`src/rtl/det3_seq_pkg.sv`:
```
// det3_seq_pkg: shared constants, state encoding and term table for the
// sequential 3x3 determinant engine.
//   DATA_W  - signed element / result width
//   ACC_W   - signed accumulator width (>= DATA_W+3)
//   N_STEPS - multiply steps per determinant (two per term, six terms)
package det3_seq_pkg;

  localparam int DATA_W  = 8;
  localparam int ACC_W   = 12;
  localparam int N_STEPS = 12;
  localparam int M_W     = 9 * DATA_W;

  typedef enum logic [1:0] {
    IDLE = 2'd0,
    MUL  = 2'd1,
    DONE = 2'd2
  } state_e;

  // Register-level encodings, kept as plain constants for legacy tools.
  localparam logic [1:0] ST_IDLE = 2'(IDLE);
  localparam logic [1:0] ST_MUL  = 2'(MUL);
  localparam logic [1:0] ST_DONE = 2'(DONE);

  // Element indices, row-major: idx = 3*r + c.
  localparam logic [3:0] A00 = 4'd0, A01 = 4'd1, A02 = 4'd2;
  localparam logic [3:0] A10 = 4'd3, A11 = 4'd4, A12 = 4'd5;
  localparam logic [3:0] A20 = 4'd6, A21 = 4'd7, A22 = 4'd8;

  // Term table: det = sum over t of sign(t) * x(t) * y(t) * z(t).
  function automatic logic [3:0] term_x(input logic [2:0] t);
    case (t)
      3'd0:    term_x = A00;
      3'd1:    term_x = A01;
      3'd2:    term_x = A02;
      3'd3:    term_x = A01;
      3'd4:    term_x = A00;
      3'd5:    term_x = A02;
      default: term_x = A00;
    endcase
  endfunction

  function automatic logic [3:0] term_y(input logic [2:0] t);
    case (t)
      3'd0:    term_y = A11;
      3'd1:    term_y = A12;
      3'd2:    term_y = A10;
      3'd3:    term_y = A10;
      3'd4:    term_y = A12;
      3'd5:    term_y = A11;
      default: term_y = A00;
    endcase
  endfunction

  function automatic logic [3:0] term_z(input logic [2:0] t);
    case (t)
      3'd0:    term_z = A22;
      3'd1:    term_z = A20;
      3'd2:    term_z = A21;
      3'd3:    term_z = A22;
      3'd4:    term_z = A21;
      3'd5:    term_z = A20;
      default: term_z = A00;
    endcase
  endfunction

  // 1 = subtract the term from the accumulator.
  function automatic logic term_neg(input logic [2:0] t);
    term_neg = (t == 3'd3) || (t == 3'd4) || (t == 3'd5);
  endfunction

  // Extract element idx from a packed matrix (a00 in the MSBs).
  function automatic logic signed [DATA_W-1:0] elem(input logic [M_W-1:0] mat,
                                                    input logic [3:0] idx);
    elem = '0;
    for (int i = 0; i < 9; i++) begin
      if (idx == 4'(i)) elem = mat[M_W-1-DATA_W*i -: DATA_W];
    end
  endfunction

  // True when an accumulator value is representable in DATA_W signed bits.
  function automatic logic acc_fits(input logic signed [ACC_W-1:0] v);
    acc_fits = (v[ACC_W-1:DATA_W-1] == {(ACC_W-DATA_W+1){v[DATA_W-1]}});
  endfunction

endpackage

```
`src/rtl/det3_seq_if.sv`:
```
// det3_seq_if: request/result bundle between the instruction decoder
// (master) and the determinant engine (slave).
//   start - request, honoured only while ready=1
//   m     - packed row-major matrix, a00 in the MSBs
//   ready - engine idle
//   busy  - engine multiplying
//   done  - one-cycle pulse, det/ovf updated
//   det   - signed determinant, low DATA_W bits
//   ovf   - overflow of the last completed determinant
interface det3_seq_if
  import det3_seq_pkg::*;
();
  logic                     start;
  logic [M_W-1:0]           m;
  logic                     ready;
  logic                     busy;
  logic                     done;
  logic signed [DATA_W-1:0] det;
  logic                     ovf;

  modport master (output start, m, input ready, busy, done, det, ovf);
  modport slave  (input start, m, output ready, busy, done, det, ovf);
endinterface

```
`src/rtl/det_mul_unit.sv`:
```
// det_mul_unit: combinational DATA_W x DATA_W signed multiplier.
//   a, b - signed operands
//   prod - product truncated to DATA_W bits
//   ovf  - full product not representable in DATA_W signed bits
module det_mul_unit
  import det3_seq_pkg::*;
(
  input  logic signed [DATA_W-1:0] a,
  input  logic signed [DATA_W-1:0] b,
  output logic signed [DATA_W-1:0] prod,
  output logic                     ovf
);

  logic signed [2*DATA_W-1:0] full;

  assign full = a * b;
  assign prod = full[DATA_W-1:0];
  // In range only if every bit above the truncated sign bit repeats it.
  assign ovf  = (full[2*DATA_W-1:DATA_W-1] != {(DATA_W+1){full[DATA_W-1]}});

endmodule

```
`src/rtl/det3_seq.sv`:
```
// det3_seq: sequential 3x3 signed determinant, one shared multiplier,
// twelve steps per matrix (x*y on even steps, partial*z on odd steps).
//   clk - rising-edge clock
//   rst - synchronous active-high reset
//   bus - det3_seq_if slave: start/m in, ready/busy/done/det/ovf out
//
// state | meaning
// IDLE  | ready=1, waiting for start; m latched on acceptance
// MUL   | busy=1, step 0..11 through the term table
// DONE  | done=1 for one cycle, det/ovf just updated
module det3_seq
  import det3_seq_pkg::*;
(
  input logic      clk,
  input logic      rst,
  det3_seq_if.slave bus
);

  logic [1:0]               state;
  logic [3:0]               step;
  logic [M_W-1:0]           m_q;
  logic signed [DATA_W-1:0] partial;
  logic signed [ACC_W-1:0]  acc;
  logic                     sticky_ovf;
  logic signed [DATA_W-1:0] det_q;
  logic                     ovf_q;

  logic [2:0]               t;
  logic signed [DATA_W-1:0] op_a;
  logic signed [DATA_W-1:0] op_b;
  logic signed [DATA_W-1:0] prod;
  logic                     mul_ovf;
  logic signed [ACC_W-1:0]  p_ext;
  logic signed [ACC_W-1:0]  acc_step;
  logic                     sticky_step;

  assign t = step[3:1];

  always_comb begin
    op_a = '0;
    op_b = '0;
    if (state == ST_MUL) begin
      if (step[0]) begin
        op_a = partial;
        op_b = elem(m_q, term_z(t));
      end else begin
        op_a = elem(m_q, term_x(t));
        op_b = elem(m_q, term_y(t));
      end
    end
  end

  det_mul_unit u_mul (
    .a    (op_a),
    .b    (op_b),
    .prod (prod),
    .ovf  (mul_ovf)
  );

  assign p_ext       = {{(ACC_W-DATA_W){prod[DATA_W-1]}}, prod};
  assign acc_step    = term_neg(t) ? (acc - p_ext) : (acc + p_ext);
  assign sticky_step = sticky_ovf | mul_ovf;

  always_ff @(posedge clk) begin
    if (rst) begin
      state      <= ST_IDLE;
      step       <= '0;
      m_q        <= '0;
      partial    <= '0;
      acc        <= '0;
      sticky_ovf <= 1'b0;
      det_q      <= '0;
      ovf_q      <= 1'b0;
    end else begin
      case (state)
        ST_IDLE: begin
          if (bus.start) begin
            m_q        <= bus.m;
            acc        <= '0;
            sticky_ovf <= 1'b0;
            step       <= '0;
            state      <= ST_MUL;
          end
        end
        ST_MUL: begin
          sticky_ovf <= sticky_step;
          if (step[0]) acc <= acc_step;
          else         partial <= prod;
          // Last step is odd, so acc_step already holds the final sum; capture
          // it here so det/ovf are valid in the same cycle done is high.
          if (step == 4'(N_STEPS - 1)) begin
            det_q <= acc_step[DATA_W-1:0];
            ovf_q <= sticky_step | ~acc_fits(acc_step);
            step  <= '0;
            state <= ST_DONE;
          end else begin
            step <= step + 4'd1;
          end
        end
        ST_DONE: state <= ST_IDLE;
        default: state <= ST_IDLE;
      endcase
    end
  end

  assign bus.ready = (state == ST_IDLE);
  assign bus.busy  = (state == ST_MUL);
  assign bus.done  = (state == ST_DONE);
  assign bus.det   = det_q;
  assign bus.ovf   = ovf_q;

endmodule

```
`src/flat_wrapper.sv`:
```
// flat-port wrapper written by rule: the top's interface ports become plain ports
module det3_seq_flat import det3_seq_pkg::*;
  (clk, rst, bus_start, bus_m, bus_ready, bus_busy, bus_done, bus_det, bus_ovf);
  det3_seq_if bus_i ();
  input logic clk;
  input logic rst;
  input wire logic [$bits(bus_i.start)-1:0] bus_start;
  input wire logic [$bits(bus_i.m)-1:0] bus_m;
  output wire logic [$bits(bus_i.ready)-1:0] bus_ready;
  output wire logic [$bits(bus_i.busy)-1:0] bus_busy;
  output wire logic [$bits(bus_i.done)-1:0] bus_done;
  output wire logic [$bits(bus_i.det)-1:0] bus_det;
  output wire logic [$bits(bus_i.ovf)-1:0] bus_ovf;
  assign bus_i.start = bus_start;
  assign bus_i.m = bus_m;
  assign bus_ready = bus_i.ready;
  assign bus_busy = bus_i.busy;
  assign bus_done = bus_i.done;
  assign bus_det = bus_i.det;
  assign bus_ovf = bus_i.ovf;
  det3_seq u_core (.clk(clk), .rst(rst), .bus(bus_i));
endmodule
```
`config.mk`:
```
export PLATFORM = sky130hd
export DESIGN_NAME = det3_seq_flat
export DESIGN_NICKNAME = d
export VERILOG_FILES = /design/src/rtl/det3_seq_pkg.sv /design/src/rtl/det3_seq_if.sv /design/src/rtl/det_mul_unit.sv /design/src/rtl/det3_seq.sv /design/src/flat_wrapper.sv
export SDC_FILE = /design/constraint.sdc
export NUM_CORES = 1
export LEC_CHECK = 0
export ABC_AREA = 1
export BUFFER_PORTS_ARGS = -buffer_cell sky130_fd_sc_hd__buf_2
export CAP_MARGIN = 40
export CELL_PAD_IN_SITES_DETAIL_PLACEMENT = 1
export CELL_PAD_IN_SITES_GLOBAL_PLACEMENT = 1
export CORE_MARGIN = 3
export CORE_UTILIZATION = 45
export DETAILED_ROUTE_END_ITERATION = 10
export GPL_TIMING_DRIVEN = 0
export PLACE_DENSITY = 0.83
export RECOVER_POWER = 25
export SLEW_MARGIN = 25
export SYNTH_ARGS = -nofsm -noshare
export SYNTH_HDL_FRONTEND = slang
export SYNTH_SLANG_ARGS = --single-unit
```
`constraint.sdc`:
```
create_clock -name clk -period 18.79 [get_ports clk]
set_clock_uncertainty 0.2 [all_clocks]
set_input_delay 3.758 -clock clk [delete_from_list [all_inputs] [get_ports clk]]
set_output_delay 3.758 -clock clk [all_outputs]
set_load 0.005 [all_outputs]
```
==> results.py <==
metrics = {
    "timing": {
        "fin_crit_ns": 7.919,
        "fin_ws_ns": 10.87,
        "hold_viol": 0,
        "grt_setup_unrepaired": "false",
        "fmax_mhz": 126.3,
        "finalMaxSlewViolations": 0,
        "fin_crit_sh": 0.4214,
        "tns_ns": 0,
        "finalSetupViolations": 0,
        "max_slew_margin": 0.4137,
        "worst_pin_slew_ns": 0.8795,
    },
    "floorplanning": {
        "die_y_um": 141.1,
        "core.rowCount": 48,
        "die_w_um": 141.1,
        "die_area_sq_mm": 0.01992,
        "start_util": 0.4669,
        "ioPinCount": 87,
        "core_sq_mm": 0.01760,
    },
    "synth": {
        "async_flop_share": 0,
        "synthesis.nets": 1328,
        "avgSynthCellArea_sq_um": 7.114,
        "ys_top_cells_by_area": "dfxtp_1 26%, fa_1 14%, nand2_1 9.0%",
        "synthesis.area_sq_mm": 0.008217,
        "syn_inst": 1155,
        "synth_edf_count": 0,
        "seq_area_frac_synth": 0.2631,
        "yosysWarnings": 0,
        "synth_top_cell_by_area": "dfxtp_1",
        "ys_seq_elements": 108,
        "ys.flop_type": "dfxtp_1",
        "synthDistinctLibCells": 48,
        "yosys.area.top_type_share": 0.2631,
    },
    "critical_path": {
        "cp-end-kind": "register",
        "worstPathRequired_ns": 18.85,
        "cp_num_cells": 30,
        "crit_fanout": 10,
        "critical-path-top-delay-family": "adder cells",
        "r2r_cells": 30,
        "worst-setup-path-type": "reg2reg",
        "start_kind": "register",
        "cpMaxStageDelayCell": "o22ai_1",
        "path_common_cell": "nand2_1",
        "path_buf_inv": 5,
        "arrival_ns": 7.98,
        "slowest_delay_ns": 0.70,
    },
    "global_route": {
        "track_usage": 0.2546,
        "antenna_found_initial": 0,
        "overflow": 0,
        "grt_pass1_wl_um": 40720,
        "grt_max_degree": 20,
        "grt_pass1_vias": 8288,
    },
    "cts": {
        "cts_hold_buf": 0,
        "numCtsBuffers": 9,
        "htreeDepth": 3,
        "ctsResizeCount": 0,
        "clkLatencyLatePin_ns": 0.37,
        "cts_buffer_depth": 2,
        "postCtsSetupBuffers": 0,
        "cts.sinks": 108,
        "clkTransAtPathRegs_ns": 0.08,
        "clockRootBuffer": "clkbuf_16",
        "cts_tree": "yes",
    },
    "placement": {
        "pre_cts_ws_ns": 10.80,
        "place_hpwl_um": 20280,
        "io_buffers": 85,
        "place_congestion": 0.8601,
    },
    "detailed_routing": {
        "wl_um": 24720,
        "first_iter_violations": 323,
        "drt_pass1_iterations": 4,
        "num_vias": 7765,
        "wl_per_cell_um": 16.68,
        "antenna_left": 0,
        "drc": 0,
        "vias_per_cell": 5.240,
    },
    "finish": {
        "syn2layout_area_growth_pct": 12.08,
        "antenna_cells": 0,
        "drive_gt1_frac": 0.1241,
        "nNetsFinal": 1425,
    },
    "pwr": {
        "power_leakage_nw": 4.404,
        "max-vdd-ir-drop_mv": 0.05407,
        "powerDensity_mw_per_mm2": 66.67,
    },
    "run_status": {
        "status": "finished, final reports clean",
    },
    "hold_path": {
        "holdPathStages": 2,
        "min-delay-path-class": "reg2reg",
    },
    "flow_run": {
        "drv_cap": 0,
    },
}
[sequential cells by signal, summed over array words and instances (netlist names)]
register and cells:
u_core.m_q 72, u_core.acc 12, u_core.bus.det 8, u_core.partial 8, u_core.step 4, u_core.state 2
u_core.bus.ovf 1, u_core.sticky_ovf 1
[final cells by class]
cell class,count,area (sq um)
fillers,2334,8388
inverters,183,694.4
flip-flops and latches,108,2162
well taps,225,281.5
clock inverters,6,56.30
repair buffers,86,429.2
multi-input cells,824,5169
clock buffers,10,229.0
plain buffers,40,187.7
[cells in the final DEF, fill, tap and decap left out, types with 5 or more instances in the layout]
master / Yosys / routed
nor2_1: 191 / 191
o22ai_1: 5 / 5
inv_2: 10 / 10
a211oi_1: 6 / 6
clkbuf_16: 0 / 9
xor2_1: 17 / 17
buf_2: 4 / 83
a21oi_1: 43 / 43
ha_1: 42 / 42
o32ai_2: 6 / 6
nand3b_1: 5 / 5
fa_1: 56 / 56
clkbuf_1: 30 / 35
nand2_4: 8 / 8
o21ai_1: 8 / 8
nand4_1: 10 / 10
or2_1: 5 / 5
nand2_1: 197 / 198
xnor2_1: 6 / 6
dfxtp_1: 108 / 108
o21ai_0: 116 / 116
nand3_1: 64 / 64
nand2_2: 8 / 7
inv_1: 169 / 169
[path summary, 6_finish.rpt]
| path | startpoint | to | slack, ns |
|---|---|---|---|
| setup / recovery | u_core.state[0] | u_core.bus.ovf | 10.87 |
| hold / removal | u_core.m_q[0] | u_core.m_q[0] | 0.26 |
| setup reg to reg | u_core.state[0] | u_core.bus.ovf | 10.87 |
| hold reg to reg | u_core.m_q[0] | u_core.m_q[0] | 0.26 |
[report_power, final]
group / total [W] / switching, W / internal [W]
logic: 0.000170 / 0.000109 / 0.0000606
clock network: 0.000189 / 0.0000959 / 0.0000931
registers: 0.000255 / 0.0000105 / 0.000245
total: 0.000614 / 0.000216 / 0.000398
[metal layers]
metal	global-route usage	vias up	wire, um
met3	0.02307	40	704
met1	0.3216	3770	10930
met5	0	-	0
met4	0.08210	0	612
li1	-	3838	-
met2	0.4572	117	12470
[tightest hold or removal path, stage by stage (launching register included)]
cell and delay, ns:
dfxtp_1 0.30, inv_1 0.06, a21oi_1 0.06
[cells in the mapped netlist, types with 2 or more instances]
master    number
buf_2          4
a211oi_1       6
inv_1        169
o22ai_2        2
nand2_4        8
nand4_1       10
xor2_1        17
buf_6          4
dfxtp_1      108
or2_1          5
nand3_2        3
nor3_1         3
nand2_2        8
ha_1          42
o21ai_1        8
inv_4          3
fa_1          56
o32ai_2        6
inv_2         10
nand2_1      197
o21bai_1       2
o22ai_1        5
xnor2_1        6
clkbuf_1      30
nor2_4         2
a31oi_1        2
nand3b_1       5
nand3_1       64
nor2_1       191
o21ai_0      116
or2_2          4
a21oi_1       43
[logic make-up after synthesis]
group,count (synthesis),synth area share
simple gates,504,0.2640
buf+inv,223,0.1075
compound gates,198,0.1377
flops,108,0.2631
fa+ha+maj,98,0.2004
xor+xnor,24,0.02726
[through the flow]
step                      total power, W  cell area, sq um  utilization  instances  hold WS (ns)
after CTS                      0.0006178              9209       0.5233       1481        0.2616
after global placement         0.0004240              8924       0.5071       1465        0.2485
after detailed placement       0.0004302              8924       0.5071       1465        0.2495
after global routing           0.0006517              9209       0.5233       1482        0.2741
after floorplan                0.0003784              8217            -       1155        0.2299
final                          0.0006140              9209       0.5233       1482        0.2617
No activity file was read; power rests on OpenSTA's default activity.
